$ cat src/rtl/seg7_pkg.sv
// -----------------------------------------------------------------------------
// seg7_pkg
// Shared definitions for the multiplexed 7-segment scan decoder:
//   - segment patterns for digits 0..9 and blank, bit order ABCDEFG
//     (bit 6 = segment A, bit 0 = segment G), active-high
//   - BCD code reported for a blank digit
//   - settle counter width
//   - scan FSM state encoding
// -----------------------------------------------------------------------------
package seg7_pkg;

    localparam logic [6:0] SEG_0     = 7'b1111110;
    localparam logic [6:0] SEG_1     = 7'b0110000;
    localparam logic [6:0] SEG_2     = 7'b1101101;
    localparam logic [6:0] SEG_3     = 7'b1111001;
    localparam logic [6:0] SEG_4     = 7'b0110011;
    localparam logic [6:0] SEG_5     = 7'b1011011;
    localparam logic [6:0] SEG_6     = 7'b1011111;
    localparam logic [6:0] SEG_7     = 7'b1110000;
    localparam logic [6:0] SEG_8     = 7'b1111111;
    localparam logic [6:0] SEG_9     = 7'b1111011;
    localparam logic [6:0] SEG_BLANK = 7'b0000000;

    localparam logic [3:0] BCD_BLANK = 4'hF;

    // Wide enough for the largest legal settle length (255).
    localparam int unsigned CNT_W = 8;

    typedef enum logic [1:0] {
        SYNC,
        SETTLE,
        HOLD
    } state_e;

endpackage

$ cat src/rtl/seg7_to_bcd.sv
// -----------------------------------------------------------------------------
// seg7_to_bcd
// Combinational inverse of the BCD-to-7-segment encoder.
// Ports:
//   seg_i   [6:0]  segment pattern, ABCDEFG, active-high
//   bcd_o   [3:0]  decoded digit 0..9, or BCD_BLANK for a blank / illegal pattern
//   legal_o        1 when seg_i is one of the ten digit patterns or blank
// -----------------------------------------------------------------------------
module seg7_to_bcd
    import seg7_pkg::*;
(
    input  logic [6:0] seg_i,
    output logic [3:0] bcd_o,
    output logic       legal_o
);

    always_comb begin
        bcd_o   = BCD_BLANK;
        legal_o = 1'b1;
        case (seg_i)
            SEG_0:     bcd_o = 4'd0;
            SEG_1:     bcd_o = 4'd1;
            SEG_2:     bcd_o = 4'd2;
            SEG_3:     bcd_o = 4'd3;
            SEG_4:     bcd_o = 4'd4;
            SEG_5:     bcd_o = 4'd5;
            SEG_6:     bcd_o = 4'd6;
            SEG_7:     bcd_o = 4'd7;
            SEG_8:     bcd_o = 4'd8;
            SEG_9:     bcd_o = 4'd9;
            SEG_BLANK: bcd_o = BCD_BLANK;
            default:   legal_o = 1'b0;
        endcase
    end

endmodule

$ cat src/rtl/seg7_scan_decoder.sv
// -----------------------------------------------------------------------------
// seg7_scan_decoder
// Samples a multiplexed 7-segment bus (segment lines + one-hot digit strobes),
// waits for each digit to settle, decodes it back to BCD, assembles a whole
// scan frame and publishes it atomically.
//
// Parameters:
//   NUM_DIGITS     digits per scan frame; strobe bit 0 marks the frame start
//   SETTLE_CYCLES  consecutive identical samples before a digit is captured
//                  (2..255)
//
// Ports:
//   clk_i          system clock
//   rst_n_i        synchronous active-low reset
//   seg_i   [6:0]  segment lines, ABCDEFG
//   an_i    [N-1:0] digit strobes, one-hot or zero
//   digits_o       last good frame, digit i at [4i+3:4i]
//   frame_valid_o  one-cycle pulse when digits_o updates
//   frame_err_o    one-cycle pulse when a frame is rejected
//   locked_o       high while the scan tracker is not hunting for a frame start
//
// Build option:
//   SEG7DEC_ACTIVE_LOW_EN  when defined, seg_i and an_i are inverted at the
//                          input register (common-anode boards).
// -----------------------------------------------------------------------------
module seg7_scan_decoder
    import seg7_pkg::*;
#(
    parameter int unsigned NUM_DIGITS    = 4,
    parameter int unsigned SETTLE_CYCLES = 4
) (
    input  logic                    clk_i,
    input  logic                    rst_n_i,
    input  logic [6:0]              seg_i,
    input  logic [NUM_DIGITS-1:0]   an_i,
    output logic [4*NUM_DIGITS-1:0] digits_o,
    output logic                    frame_valid_o,
    output logic                    frame_err_o,
    output logic                    locked_o
);

    localparam int unsigned           IDX_W    = (NUM_DIGITS > 1) ? $clog2(NUM_DIGITS) : 1;
    localparam logic [IDX_W-1:0]      LAST_IDX = IDX_W'(NUM_DIGITS - 1);
    localparam logic [CNT_W-1:0]      CAP_CNT  = CNT_W'(SETTLE_CYCLES - 1);
    localparam logic [CNT_W-1:0]      CNT_MAX  = '1;
    localparam logic [NUM_DIGITS-1:0] AN_FIRST = NUM_DIGITS'(1);

    // ---------------------------------------------------------------- inputs
    logic [6:0]            seg_in;
    logic [NUM_DIGITS-1:0] an_in;

`ifdef SEG7DEC_ACTIVE_LOW_EN
    assign seg_in = ~seg_i;
    assign an_in  = ~an_i;
`else
    assign seg_in = seg_i;
    assign an_in  = an_i;
`endif

    logic [6:0]            s_seg_q, prev_seg_q;
    logic [NUM_DIGITS-1:0] s_an_q,  prev_an_q;

    // One register stage for the pins, one more to detect sample changes.
    always_ff @(posedge clk_i) begin
        if (!rst_n_i) begin
            s_seg_q    <= '0;
            s_an_q     <= '0;
            prev_seg_q <= '0;
            prev_an_q  <= '0;
        end else begin
            s_seg_q    <= seg_in;
            s_an_q     <= an_in;
            prev_seg_q <= s_seg_q;
            prev_an_q  <= s_an_q;
        end
    end

    // ---------------------------------------------------------------- decode
    logic [3:0] dec_bcd;
    logic       dec_legal;

    seg7_to_bcd u_dec (
        .seg_i   (s_seg_q),
        .bcd_o   (dec_bcd),
        .legal_o (dec_legal)
    );

    // ---------------------------------------------------------------- state
    state_e                     state_q,  state_d;
    logic [IDX_W-1:0]           idx_q,    idx_d;
    logic [CNT_W-1:0]           cnt_q,    cnt_d;
    logic                       err_q,    err_d;
    logic [NUM_DIGITS-1:0][3:0] shadow_q, shadow_d;
    logic [NUM_DIGITS-1:0][3:0] digits_q, digits_d;
    logic                       frame_valid_q, frame_valid_d;
    logic                       frame_err_q,   frame_err_d;

    logic                  same;
    logic [NUM_DIGITS-1:0] an_cur;
    logic [NUM_DIGITS-1:0] an_nxt;

    assign same   = ({s_seg_q, s_an_q} == {prev_seg_q, prev_an_q});
    assign an_cur = AN_FIRST << idx_q;
    // Only meaningful while idx_q != LAST_IDX; the shift would run off the end.
    assign an_nxt = AN_FIRST << (idx_q + 1'b1);

    always_comb begin
        state_d       = state_q;
        idx_d         = idx_q;
        err_d         = err_q;
        shadow_d      = shadow_q;
        digits_d      = digits_q;
        frame_valid_d = 1'b0;
        frame_err_d   = 1'b0;

        // Settle counter: restart on any change of the sampled bus, else
        // count up and stick at the top.
        if (!same) begin
            cnt_d = '0;
        end else if (cnt_q == CNT_MAX) begin
            cnt_d = cnt_q;
        end else begin
            cnt_d = cnt_q + 1'b1;
        end

        case (state_q)
            SYNC: begin
                if (s_an_q == AN_FIRST) begin
                    idx_d   = '0;
                    err_d   = 1'b0;
                    cnt_d   = '0;
                    state_d = SETTLE;
                end
            end

            SETTLE: begin
                if (s_an_q == '0) begin
                    // Inter-digit blanking: wait for the strobe to come back.
                    cnt_d = '0;
                end else if (s_an_q == an_cur) begin
                    // Capture on the SETTLE_CYCLES-th identical sample.
                    if (same && (cnt_q == CAP_CNT)) begin
                        shadow_d[idx_q] = dec_bcd;
                        err_d           = err_q | ~dec_legal;
                        state_d         = HOLD;
                        if (idx_q == LAST_IDX) begin
                            // shadow_d already holds the digit just captured,
                            // so the commit lands on the next cycle.
                            if (err_d) begin
                                frame_err_d = 1'b1;
                            end else begin
                                digits_d      = shadow_d;
                                frame_valid_d = 1'b1;
                            end
                        end
                    end
                end else begin
                    frame_err_d = 1'b1;
                    state_d     = SYNC;
                end
            end

            HOLD: begin
                if ((s_an_q == an_cur) || (s_an_q == '0)) begin
                    state_d = HOLD;
                end else if ((idx_q != LAST_IDX) && (s_an_q == an_nxt)) begin
                    idx_d   = idx_q + 1'b1;
                    cnt_d   = '0;
                    state_d = SETTLE;
                end else if ((idx_q == LAST_IDX) && (s_an_q == AN_FIRST)) begin
                    // Legal wrap into the next frame.
                    idx_d   = '0;
                    err_d   = 1'b0;
                    cnt_d   = '0;
                    state_d = SETTLE;
                end else begin
                    // Repeated, backwards, skipped or multi-hot strobe.
                    frame_err_d = 1'b1;
                    state_d     = SYNC;
                end
            end

            default: begin
                state_d = SYNC;
            end
        endcase
    end

    always_ff @(posedge clk_i) begin
        if (!rst_n_i) begin
            state_q       <= SYNC;
            idx_q         <= '0;
            cnt_q         <= '0;
            err_q         <= 1'b0;
            shadow_q      <= '0;
            digits_q      <= '0;
            frame_valid_q <= 1'b0;
            frame_err_q   <= 1'b0;
        end else begin
            state_q       <= state_d;
            idx_q         <= idx_d;
            cnt_q         <= cnt_d;
            err_q         <= err_d;
            shadow_q      <= shadow_d;
            digits_q      <= digits_d;
            frame_valid_q <= frame_valid_d;
            frame_err_q   <= frame_err_d;
        end
    end

    assign digits_o      = digits_q;
    assign frame_valid_o = frame_valid_q;
    assign frame_err_o   = frame_err_q;
    assign locked_o      = (state_q != SYNC);

endmodule

$ cat config.mk
export PLATFORM = sky130hd
export DESIGN_NAME = seg7_scan_decoder
export DESIGN_NICKNAME = d
export VERILOG_FILES = /design/src/rtl/seg7_pkg.sv /design/src/rtl/seg7_to_bcd.sv /design/src/rtl/seg7_scan_decoder.sv
export SDC_FILE = /design/constraint.sdc
export NUM_CORES = 1
export LEC_CHECK = 0
export ABC_AREA = 1
export BUFFER_PORTS_ARGS = -buffer_cell sky130_fd_sc_hd__buf_2
export CORE_ASPECT_RATIO = 0.8
export CORE_MARGIN = 2
export CORE_UTILIZATION = 40
export CTS_CLUSTER_SIZE = 28
export DETAILED_ROUTE_END_ITERATION = 8
export GPL_ROUTABILITY_DRIVEN = 0
export GPL_TIMING_DRIVEN = 0
export PLACE_DENSITY = 0.68
export SLEW_MARGIN = 10
export SYNTH_ARGS = -nofsm -noshare
export SYNTH_HDL_FRONTEND = slang
export SYNTH_SLANG_ARGS = --single-unit
$ cat constraint.sdc
create_clock -name clk_i -period 4.65 [get_ports clk_i]
set_input_delay 0.2325 -clock clk_i [delete_from_list [all_inputs] [get_ports clk_i]]
set_output_delay 0.2325 -clock clk_i [all_outputs]
set_load 0.05 [all_outputs]
==> run_results.csv <==
group,metric,value,unit
run_status,status,"finished clean",
place,place_hpwl,5.94,mm
setup_path,arrival,2360,ps
cells_and_area,multiInputGateArea,1870,µm²
clocking,cts_hold_buf,0,
setup_path,crit_required,4880,ps
floorplanning,dieArea,9950,µm²
synth,yosys_warnings,0,
sta,drv_slew,0,
clocking,post_cts_buffers,0,
floorplanning,core,9000,µm²
clocking,clockBufferDepth,2,
synth,syn_area,3670,µm²
pwr,ir_drop,0.298,mV
clocking,cts_inserted_buffers,9,
pwr,powerDensity,403,nW/µm²
floorplanning,die_x,111,µm
setup_path,startpoint,"idx_q[0]",
routing,routed_wl,7.90,mm
setup_path,r2r_start,"idx_q[0]",
cells_and_area,fill_cells,902,
global_route,grt_pass1_vias,3011,
global_route,grt-ovfl-total,0,
clocking,cts_max_level,3,
sta,fin_worst_skew,6.12,ps
synth,synth_top_area_share,37.7,%
sta,period_share,45.8,%
synth,synth.net_count,586,
synth,synth_top_cell_by_area,"dfxtp_1",
synth,synth_cells,563,
setup_path,start_kind,"register",
cells_and_area,mostFrequentLayoutCells,"190 x nand2_1, 87 x nor2_1, 70 x inv_1",
synth,yosys_register_bits,69,
cells_and_area,drive_above_1_share,15.4,%
synth,synth_edf_count,0,
pwr,leakage,2.26,nW
setup_path,critPathMaxFanout,10,
routing,ant_nets,0,
routing,dr.pass1.iters,5,
global_route,grt_start_max_net_pins,13,
hold_path,hold_class,"input pin to register",
cells_and_area,diodes,0,
routing,drc,0,
floorplanning,core.rowCount,31,
clocking,clock_sinks,69,
floorplanning,start_util,40.7,%
sta,setup_viol,0,
place,place_inst,708,
clocking,tritoncts,"yes",
clocking,clk_latency,340,ps
floorplanning,die_h,89.6,µm
sta,min_period,2130,ps
routing,via_count,3319,
cells_and_area,utilization,47.6,%
synth,synth-seq-area-share,37.7,%
flow_run,cap_violations,0,
cells_and_area,fin_nets,627,
synth,synth.area.top_cells,"dfxtp_1 38%, nand2_1 19%, nor2_1 8.9%, inv_1 7.2%, ha_1 3.4%",
synth,yosys_most_used_dff,"dfxtp_1",
sta,hold_violations,0,
setup_path,worstSetupPathType,"register to register",
global_route,grt_pass1_wl,13.5,mm
setup_path,end_kind,"register",
routing,wl_per_cell,10.9,µm
routing,drtIter0Drc,211,
synth,syn_avg_cell_area,6.51,µm²
sta,fin_setup_tns,0,ps
routing,viasPerCell,4.58,
sta,worst_slew_pin_slew,532,ps
global_route,antenna_found_initial,0,
sta,clock.fmax,470,MHz
cells_and_area,regArea,1380,µm²
synth,ys_async_sr_fraction,0,%
cells_and_area,area_growth,16.9,%
clocking,cts_root_buf,"clkbuf_16",
place,io_buffer_count,30,
cells_and_area,layout_commonest_cell,"nand2_1",
global_route,grt_usage,17.1,%
sta,rsz0062_at_grt,"no",
synth,yosysUniqueCellTypes,30,
sta,slew_headroom,64.5,%
cells_and_area,stdcell_count,724,
clocking,ctsResizeCount,0,
floorplanning,pin_count,32,
clocking,path_clk_slew,60,ps
hold_path,hold_start,"seg_i[6]",
-- power breakdown --
part | total (mW) | internal (mW) | switching (mW)
Clock | 0.737 | 0.482 | 0.255
Combinational | 0.357 | 0.112 | 0.245
Sequential | 0.634 | 0.615 | 0.0190
Total | 1.73 | 1.21 | 0.519
-- per-stage QoR --
step                hold slack [ps]  instance area (µm²)  setup slack [ps]  power, mW
CTS                            64.0                 4290              2500       1.74
detailed placement              417                 3960              2510       1.00
global placement                413                 3960              2540      0.990
floorplan                       330                 3670              2890      0.919
finish                         72.5                 4290              2520       1.73
global route                   73.6                 4290              2230       1.83
-- Yosys cell counts (2+ instances only) --
cell      number
xnor2_1        4
nand2_2        5
buf_4          2
or2_2          4
nand3_1       21
nand2_1      190
inv_2         11
nor2_2         6
inv_1         70
nor2_4         4
o21ai_0       15
nor3_1         5
o21ai_1        6
nand4_4        2
ha_1          10
dfxtp_1       69
nor2_1        87
a21oi_1       21
clkbuf_1       6
xor2_1         3
nand4_1        5
nand3_2        3
buf_2          3
buf_6          5
-- per-layer routing --
| layer | track usage [%] | vias to the layer above | wire length [µm] | part of all wire (%) |
|---|---|---|---|---|
| met5 | 0 | - | 0 | 0 |
| met4 | 7.07 | 0 | 125 | 1.6 |
| met3 | 4.56 | 13 | 405 | 5.1 |
| met2 | 28.7 | 83 | 3430 | 43 |
| met1 | 21.5 | 1435 | 3930 | 50 |
| li1 | - | 1788 | - | - |
-- worst paths after layout --
check,endpoint,slack [ps],depth (start not counted)
setup / recovery,digits_o[9],2520,14
hold / removal,s_seg_q[6],70,3
setup reg to reg,digits_o[9],2520,14
hold reg to reg,digits_o[15],480,2
-- logic make-up after synthesis --
logic type,Yosys count,synth area share (%)
buffers and inverters,98,11.4
AND/OR/NAND/NOR,334,39.4
AO/OA/AOI/OAI,45,6.45
adder cells (fa/ha/maj),10,3.41
XOR/XNOR,7,1.67
flip-flops,69,37.7
-- registers in the layout (all words and copies together), names as in the netlist, 2 cells and up --
| name | cells |
|---|---|
| cnt_q | 8 |
| digits_o | 16 |
| idx_q | 2 |
| prev_an_q | 4 |
| prev_seg_q | 7 |
| s_an_q | 4 |
| s_seg_q | 7 |
| shadow_q | 16 |
| state_q | 2 |
-- critical path, stage by stage (launching register included) --
cell and delay (ps):
dfxtp_1 340, inv_1 110, ha_1 390, inv_2 120, nand2_1 80, nand2_1 60
nor2_2 90, nand2_2 110, nor2_4 120, nand4_4 120, nor2_4 160, buf_6 150
nand2_1 60, nand2_1 60, nor2_1 40
-- cell type report --
type	count	area share, %
clock buffers	10	5.58
repair buffers	30	3.50
clock inverters	6	2.01
well taps	115	3.36
flip-flops and latches	69	32.2
plain buffers	17	2.63
inverters	81	7.09
multi-input cells	396	43.6
(Power assumes the default switching activity.)
